<file path="src/rtl/ram_arbiter_pkg.sv">
// Shared types and constants for the two-requester RAM read arbiter.
// Holds the FSM state encoding, the requester index type and the
// requester count used by the top level and the round-robin sub-block.
package ram_arbiter_pkg;

    // Number of requesters sharing the RAM port.
    localparam int NUM_REQ = 2;

    // Width of the read-latency down-counter (latency range 1..7).
    localparam int CNT_WIDTH = 3;

    // Legacy-compatible state constants; the enum below is built on them.
    localparam logic [1:0] S_IDLE = 2'd0;
    localparam logic [1:0] S_WAIT = 2'd1;
    localparam logic [1:0] S_RESP = 2'd2;

    // Transaction FSM: arbitrate, wait for the RAM, present the response.
    typedef enum logic [1:0] {
        IDLE = S_IDLE,
        WAIT = S_WAIT,
        RESP = S_RESP
    } state_t;

    // Index of a requester (0 or 1).
    typedef logic [0:0] req_idx_t;

    // One-hot grant vector for a given requester index.
    function automatic logic [NUM_REQ-1:0] idx_to_onehot(input req_idx_t idx);
        logic [NUM_REQ-1:0] onehot;
        if (idx == 1'b1) begin
            onehot = 2'b10;
        end else begin
            onehot = 2'b01;
        end
        return onehot;
    endfunction

endpackage

</file>
<file path="src/rtl/rr_arbiter2.sv">
// Two-input round-robin arbiter.
// The grant is combinational and only offered while i_en is high.
// The pointer remembers the last granted requester, which then has the
// lowest priority on the next tie. Reset leaves requester 1 as "last"
// so requester 0 wins the first tie.
module rr_arbiter2
    import ram_arbiter_pkg::*;
(
    input  logic               i_clk,
    input  logic               i_rst,
    input  logic               i_en,
    input  logic [NUM_REQ-1:0] i_req,
    output logic [NUM_REQ-1:0] o_gnt,
    output req_idx_t           o_gnt_idx,
    output logic               o_gnt_any
);

    req_idx_t           r_last;
    logic [NUM_REQ-1:0] w_gnt;
    req_idx_t           w_idx;

    // Select the winner: a lone request wins, a tie goes to the requester not granted last.
    always_comb begin
        w_gnt = 2'b00;
        w_idx = 1'b0;
        if (i_en) begin
            case (i_req)
                2'b01: begin
                    w_gnt = 2'b01;
                    w_idx = 1'b0;
                end
                2'b10: begin
                    w_gnt = 2'b10;
                    w_idx = 1'b1;
                end
                2'b11: begin
                    w_idx = ~r_last;
                    w_gnt = idx_to_onehot(~r_last);
                end
                default: begin
                    w_gnt = 2'b00;
                    w_idx = 1'b0;
                end
            endcase
        end else begin
            w_gnt = 2'b00;
            w_idx = 1'b0;
        end
    end

    // Round-robin pointer: moves only when a grant is actually issued.
    always_ff @(posedge i_clk) begin
        if (i_rst) begin
            r_last <= 1'b1;
        end else if (w_gnt != 2'b00) begin
            r_last <= w_idx;
        end else begin
            r_last <= r_last;
        end
    end

    assign o_gnt     = w_gnt;
    assign o_gnt_idx = w_idx;
    assign o_gnt_any = (w_gnt != 2'b00);

endmodule

</file>
<file path="src/rtl/ram_arbiter.sv">
// Shares one read-only RAM port between two requesters.
// IDLE arbitrates and latches the winner's address pair, WAIT counts
// READ_LATENCY cycles and captures RAM_Q on the last one, RESP holds the
// captured data for the owner until it accepts it. One transaction is in
// flight at a time, so the minimum period is READ_LATENCY+2 cycles.
module ram_arbiter
    import ram_arbiter_pkg::*;
#(
    parameter int READ_LATENCY = 1,
    parameter int ADDR_WIDTH   = 32,
    parameter int DATA_WIDTH   = 128
) (
    input  logic                  CLK,
    input  logic                  RST,

    input  logic                  R0_VALID,
    output logic                  R0_READY,
    input  logic [ADDR_WIDTH-1:0] R0_A0,
    input  logic [ADDR_WIDTH-1:0] R0_A1,
    output logic                  R0_QVALID,
    input  logic                  R0_QREADY,
    output logic [DATA_WIDTH-1:0] R0_Q,

    input  logic                  R1_VALID,
    output logic                  R1_READY,
    input  logic [ADDR_WIDTH-1:0] R1_A0,
    input  logic [ADDR_WIDTH-1:0] R1_A1,
    output logic                  R1_QVALID,
    input  logic                  R1_QREADY,
    output logic [DATA_WIDTH-1:0] R1_Q,

    output logic [ADDR_WIDTH-1:0] RAM_A0,
    output logic [ADDR_WIDTH-1:0] RAM_A1,
    input  logic [DATA_WIDTH-1:0] RAM_Q,

    output logic                  BUSY
);

    // Counter preload; READ_LATENCY is limited to 1..7 so it fits in 3 bits.
    localparam logic [CNT_WIDTH-1:0] LAT_INIT = CNT_WIDTH'(READ_LATENCY);

    state_t                r_state;
    logic [CNT_WIDTH-1:0]  r_cnt;
    req_idx_t              r_owner;
    logic [ADDR_WIDTH-1:0] r_ram_a0;
    logic [ADDR_WIDTH-1:0] r_ram_a1;
    logic [DATA_WIDTH-1:0] r_resp;

    logic                  w_arb_en;
    logic [NUM_REQ-1:0]    w_req;
    logic [NUM_REQ-1:0]    w_gnt;
    req_idx_t              w_gnt_idx;
    logic                  w_gnt_any;
    logic                  w_owner_qready;
    logic                  w_capture;
    logic [ADDR_WIDTH-1:0] w_sel_a0;
    logic [ADDR_WIDTH-1:0] w_sel_a1;

    // Arbitration is only open in IDLE, and never while reset is applied,
    // so READY cannot rise during reset or while a transfer is in flight.
    assign w_arb_en = (r_state == IDLE) && !RST;
    assign w_req    = {R1_VALID, R0_VALID};

    rr_arbiter2 u_rr_arbiter2 (
        .i_clk     (CLK),
        .i_rst     (RST),
        .i_en      (w_arb_en),
        .i_req     (w_req),
        .o_gnt     (w_gnt),
        .o_gnt_idx (w_gnt_idx),
        .o_gnt_any (w_gnt_any)
    );

    // Only the owner's QREADY can close a response; the other one is ignored.
    assign w_owner_qready = (r_owner == 1'b1) ? R1_QREADY : R0_QREADY;

    // The last WAIT cycle is the one where the counter still reads 1.
    assign w_capture = (r_state == WAIT) && (r_cnt == 3'd1);

    // Route the winner's address pair towards the address registers.
    always_comb begin
        w_sel_a0 = R0_A0;
        w_sel_a1 = R0_A1;
        if (w_gnt_idx == 1'b1) begin
            w_sel_a0 = R1_A0;
            w_sel_a1 = R1_A1;
        end else begin
            w_sel_a0 = R0_A0;
            w_sel_a1 = R0_A1;
        end
    end

    // Transaction FSM and read-latency counter.
    always_ff @(posedge CLK) begin
        if (RST) begin
            r_state <= IDLE;
            r_cnt   <= 3'd0;
        end else begin
            case (r_state)
                IDLE: begin
                    if (w_gnt_any) begin
                        r_state <= WAIT;
                        r_cnt   <= LAT_INIT;
                    end else begin
                        r_state <= IDLE;
                        r_cnt   <= r_cnt;
                    end
                end
                WAIT: begin
                    r_cnt <= r_cnt - 3'd1;
                    if (w_capture) begin
                        r_state <= RESP;
                    end else begin
                        r_state <= WAIT;
                    end
                end
                RESP: begin
                    r_cnt <= r_cnt;
                    if (w_owner_qready) begin
                        r_state <= IDLE;
                    end else begin
                        r_state <= RESP;
                    end
                end
                default: begin
                    r_state <= IDLE;
                    r_cnt   <= 3'd0;
                end
            endcase
        end
    end

    // Owner and RAM address pair are latched on grant and held until the next one.
    always_ff @(posedge CLK) begin
        if (RST) begin
            r_owner  <= 1'b0;
            r_ram_a0 <= '0;
            r_ram_a1 <= '0;
        end else if (w_gnt_any) begin
            r_owner  <= w_gnt_idx;
            r_ram_a0 <= w_sel_a0;
            r_ram_a1 <= w_sel_a1;
        end else begin
            r_owner  <= r_owner;
            r_ram_a0 <= r_ram_a0;
            r_ram_a1 <= r_ram_a1;
        end
    end

    // Response register: samples RAM_Q once, on the final WAIT cycle.
    always_ff @(posedge CLK) begin
        if (RST) begin
            r_resp <= '0;
        end else if (w_capture) begin
            r_resp <= RAM_Q;
        end else begin
            r_resp <= r_resp;
        end
    end

    assign R0_READY  = w_gnt[0];
    assign R1_READY  = w_gnt[1];
    assign R0_QVALID = (r_state == RESP) && (r_owner == 1'b0);
    assign R1_QVALID = (r_state == RESP) && (r_owner == 1'b1);
    // Both data outputs carry the same register; QVALID tells who owns it.
    assign R0_Q      = r_resp;
    assign R1_Q      = r_resp;
    assign RAM_A0    = r_ram_a0;
    assign RAM_A1    = r_ram_a1;
    assign BUSY      = (r_state != IDLE);

endmodule
</file>
<file path="config.mk">
export PLATFORM = sky130hd
export DESIGN_NAME = ram_arbiter
export DESIGN_NICKNAME = d
export VERILOG_FILES = /design/src/rtl/ram_arbiter_pkg.sv /design/src/rtl/rr_arbiter2.sv /design/src/rtl/ram_arbiter.sv
export SDC_FILE = /design/constraint.sdc
export NUM_CORES = 1
export LEC_CHECK = 0
export CORE_AREA = 4 4 224 226
export CTS_CLUSTER_DIAMETER = 50
export DETAILED_ROUTE_END_ITERATION = 6
export DIE_AREA = 0 0 228 230
export GPL_TIMING_DRIVEN = 1
export SLEW_MARGIN = 20
export SYNTH_ARGS = -nofsm -noshare
export SYNTH_HDL_FRONTEND = slang
export SYNTH_SLANG_ARGS = --single-unit
</file>
<file path="constraint.sdc">
create_clock -name CLK -period 2.8 [get_ports CLK]
set_clock_uncertainty 0.15 [all_clocks]
set_input_delay 0.7 -clock CLK [delete_from_list [all_inputs] [get_ports CLK]]
set_output_delay 0.7 -clock CLK [all_outputs]
set_load 0.005 [all_outputs]
</file>
# ---- After elaboration in Yosys (flattened, before gate mapping)
# Cells that the tools add are included.
dict set report classes {
  n_mux 14
  bitwise_logic 3
  n_eq_ne 7
  n_addsub 1
  reduce_logical 9
}
# cell count
set op_table {}
lappend op_table {{$mux 32} 2}
lappend op_table {{$pmux 2 s3} 2}
lappend op_table {{$pmux 3 s3} 1}
lappend op_table {{$mux 2} 4}
lappend op_table {{$eq 2x2->1 const B} 3}
lappend op_table {{$eq 2x1->1 const B} 2}
lappend op_table {{$logic_and 1x1->1} 4}
lappend op_table {{$reduce_bool 2->1} 2}
lappend op_table {{$eq 3x1->1 const B} 1}
lappend op_table {{$mux 1} 3}
lappend op_table {{$mux 3} 1}
lappend op_table {{$not 1->1} 3}
lappend op_table {{$sub 3x1->3 const B} 1}
lappend op_table {{$logic_not 2->1} 1}
lappend op_table {{$ne 2x1->1 const B} 1}
lappend op_table {{$pmux 1 s2} 1}
lappend op_table {{$reduce_and 2->1} 1}
lappend op_table {{$logic_not 1->1} 1}
dict set report word_totals {
  inputBits 262
  ff_bits 199
  output_inout_bits 325
}

# ---- Depth between registers and ports, before layout
dict set report depth {
  ltp_word 6
  mapped_depth 7
  mapped_depth_nobuf 5
}

# ---- By module
# A second synthesis with hierarchy kept.
dict set report hier_totals {
  cells_unflattened 1014
  area_unflattened_um2 8594.5
}
# mod instances cells_per_inst area_each_um2
set by_module_without_submodules {}
lappend by_module_without_submodules {ram_arbiter 1 1004 8523.2}
lappend by_module_without_submodules {rr_arbiter2 1 10 71.3}

# ---- Least setup slack after synthesis
# No wires, ideal clock.
dict set report synth_timing {
  path_type {input -> output}
  startpoint {input R1_VALID}
  endpoint {output R1_READY}
  arrival_ps 1393
  cell_stages 4
  path_slack_ps 557
  required_ps 1950
  path_cell_list {a21boi_1 -> clkbuf_1 -> nand2_1 -> nor2_1}
}
dict set report synth_via {
  elab_chain_cells 3
}
# item line_no
set synth_rtl {}
lappend synth_rtl {{start, declared} ram_arbiter.sv:24} ;# input logic R1_VALID,
lappend synth_rtl {{$eq 2x2->1 / $eq 2x1->1 (equally long branches)} rr_arbiter2.sv:27} ;# case (i_req)
lappend synth_rtl {{$pmux 2 s3 (*)} rr_arbiter2.sv:27}
lappend synth_rtl {{$mux 2 (*)} rr_arbiter2.sv:26} ;# if (i_en) begin
lappend synth_rtl {{end, declared} ram_arbiter.sv:25} ;# output logic R1_READY,
# Every way passes the cells marked *; elsewhere a longest branch is shown, timed or not.

# ---- Worst setup path after layout
# Same ends and word-level chain as after synthesis.

==> reports/metrics.csv <==
stage,metric,value,unit
cells_and_area,fin_area,14700,um^2
cts,htree_levels,4,
sta,tns,0,ns
synth,ys_async_sr_fraction,0,
placed_design,dp_hpwl,28200,um
cts,numCtsBuffers,17,
worst_setup_path,r2r_slack,0.37,ns
placed_design,portBuffers,586,
worst_setup_path,worstPathArrival,1.85,ns
sta,slew_headroom,0.426,
run_status,status,completed,
cts,cts_root_buffer,clkbuf_16,
synth,ys.warnings.count,0,
power_and_ir_drop,p_int,5.35,mW
placed_design,place_area,14200,um^2
cts,cts_sinks,199,
worst_hold_path,holdCritPathClass,flop to flop,
cells_and_area,layout.cells.non_filler,2149,
detailed_routing,vias,8992,
detailed_routing,wl,36500,um
synth,synth_top_area_cell,dfxtp_1,
sta,slew_viol_final,0,
worst_setup_path,endpoint,R1_READY,
floorplanning,die_h,230,um
cells_and_area,area_delta_synth_final,71.5,%
synth,synthCells,1094,
sta,rsz0062_at_grt,no,
synth,synth_edf_count,0,
floorplanning,design.die.area,52400,um^2
power_and_ir_drop,pwr-share-clk,0.327,
synth,synth_top_cells_by_area,"dfxtp_1, nand2_1, buf_4",
synth,synthTopCellsByCount,"nand2_1, dfxtp_1, a21oi_1",
placed_design,routabilityCongestion,0.846,
worst_setup_path,crit_path_cell_trace,"clkdlybuf4s50_1, a21boi_4, nand2_1, nor2_1, dlygate4sd2_1",
placed_design,place_ws,-0.508,ns
worst_setup_path,cp-end-kind,output pin,
cells_and_area,layout.nets,1775,
cells_and_area,drive_gt1_frac,0.0453,
placed_design,post-place-cells,2114,
worst_setup_path,critPathLaunchType,input port,
sta,finalSetupViolCount,0,
cts,post_cts_resized,6,
cts,clk-insertion-delay-late,0.47,ns
sta,period_share,0.965,
detailed_routing,drc_errors,0,
worst_setup_path,reg2reg_depth,6,
power_and_ir_drop,switching_power,2.09,mW
synth,syn-cell-area,8600,um^2
worst_setup_path,startpoint,R1_VALID,
job,maxCapViolCount,0,
worst_setup_path,slowest_delay,0.48,ns
detailed_routing,drtIter0Drc,381,
floorplanning,start_util,0.178,
sta,fmax,370,MHz
detailed_routing,ant_nets,0,
global_route,grt_max_degree,75,
synth,synth.most_common_cell,nand2_1,
detailed_routing,routed_via_density,4.18,
worst_setup_path,worstReg2RegStart,r_state[1],
power_and_ir_drop,total_leakage_power,5.03,nW
power_and_ir_drop,power.density,505,nW/um^2
sta,hold_ws,0.323,ns
synth,ys_ff_latch,199,
cts,clkTransAtPathRegs,0.07,ns
floorplanning,rows,81,
sta,tightest_slew,0.861,ns
worst_setup_path,required,1.95,ns
cts,postCtsSetupRepairBufs,0,
cts,cts-hold-fix-buffers,0,
worst_hold_path,min_from,R0_Q[24],
worst_setup_path,path_depth,5,
synth,synth.avg_cell_area,7.86,um^2
worst_setup_path,worst-setup-path-type,input port to output pin,
floorplanning,fp.dieW,228,um
power_and_ir_drop,irDropWorstVdd,0.300,mV
global_route,grt_pass1_wl,53800,um
synth,yosysUniqueCellTypes,32,
power_and_ir_drop,p_seq_frac,0.431,
floorplanning,io_pins,587,
sta,final.min_clock_period,2.70,ns
power_and_ir_drop,power.share.switching,0.281,
sta,hold_viol_final,0,
global_route,track_usage,0.132,
detailed_routing,wl_per_cell,17.0,um
cts,cts_max_path_buffers,2,
worst_setup_path,cp_max_fo,2,
worst_setup_path,crit_slowest_cell,clkdlybuf4s50_1,
cts,cts_tree,built,
global_route,grt_pass1_vias,8947,
sta,setup_slack,0.0970,ns
synth,ys.flop_type,dfxtp_1,
synth,yosysTopAreaCellShare,0.463,
worst_setup_path,critPathTopFamily,buffers and inverters,
synth,synthesis.nets,1358,
global_route,antenna_found_initial,5,
power_and_ir_drop,combPwrFrac,0.242,
floorplanning,core,48300,um^2
synth,yosysSeqAreaShare,0.463,
worst_setup_path,rr_endpoint,RAM_A0[8],
detailed_routing,firstDrtPassIters,4,
global_route,grt.overflow.total,0,
worst_setup_path,cp_num_buf_inv,2,
[cells in the final DEF (no fill, tap or decap), types with 2 or more instances in the layout]
| cell | count |
|---|---|
| dfxtp_1 | 199 |
| clkbuf_16 | 17 |
| clkinvlp_4 | 4 |
| inv_6 | 4 |
| buf_12 | 5 |
| ha_1 | 2 |
| nor2b_1 | 2 |
| clkdlybuf4s50_1 | 582 |
| inv_1 | 5 |
| nor2_1 | 3 |
| dlygate4sd2_1 | 2 |
| a21oi_1 | 195 |
| a311oi_1 | 64 |
| buf_4 | 22 |
| a32oi_1 | 2 |
| nor3b_1 | 2 |
| clkinv_2 | 3 |
| nand2_1 | 386 |
| diode_2 | 4 |
[cells by family (layout without fill, tap and decap cells)]
| family | after synthesis | in the layout | synth area share |
|---|---|---|---|
| xor gates and xnor gates | 1 | 1 | 0.00102 |
| AOI/OAI and AO/OA | 268 | 268 | 0.187 |
| other | 0 | 4 | 0 |
| muxes | 1 | 1 | 0.00116 |
| buffers and inverters | 220 | 649 | 0.162 |
| and+or+nand+nor | 403 | 403 | 0.182 |
| adders and majority gates | 2 | 2 | 0.00291 |
| DFF | 199 | 199 | 0.463 |
[per-layer routing]
| metal | global-route usage | wire length [um] | vias to the layer above |
|---|---|---|---|
| li1 | - | - | 4356 |
| met1 | 0.134 | 13600 | 4178 |
| met2 | 0.236 | 18500 | 409 |
| met3 | 0.0606 | 3450 | 47 |
| met4 | 0.0534 | 933 | 2 |
| met5 | 0 | 20 | - |
[worst min-delay path: cells and delay by family (launching register included)]
kind | cells | cell delay [ns]
compound gates | 1 | 0.05
simple gates | 1 | 0.05
flops | 1 | 0.32
[metrics by stage]
stage               utilization  total power, mW
finish                    0.305             7.44
global route              0.305             7.82
CTS                       0.305             7.57
detailed placement        0.293             5.10
global placement          0.293             5.07
floorplan                     -             4.00
[power by group through the flow]
stage	clock [mW]	sequential (mW)	combinational [mW]
final	2.43	3.21	1.80
after floorplan	0	3.24	0.754
after global placement	0	3.27	1.81
after CTS	2.53	3.21	1.83
after detailed placement	0	3.27	1.82
after global routing	2.64	3.23	1.95
[state kept, by name, indices dropped and copies added, names as in the netlist]
signal,count
R0_Q,128
RAM_A0,32
RAM_A1,32
r_cnt,3
r_owner,1
r_state,2
u_rr_arbiter2.r_last,1
[layout make-up]
class	count	area, um^2
Antenna cell	4	10.0
Clock buffer	18	439
Clock inverter	13	119
Fill cell	5223	33600
Inverter	5	18.8
Multi-Input combinational cell	675	3260
Sequential cell	199	3980
Tap cell	622	778
Timing Repair Buffer	613	6130
[how the worst min path moves through the flow]
stage / slack (ns) / to / depth (start not counted)
final: 0.32 / R0_Q[24] / 2
after global routing: 0.34 / R0_Q[22] / 2
after CTS: 0.33 / R0_Q[84] / 2
after detailed placement: 0.32 / R0_Q[22] / 2
after global placement: 0.31 / R0_Q[84] / 2
after floorplan: 0.31 / r_cnt[0] / 2
Note: power is estimated with default switching activity, not from simulation.
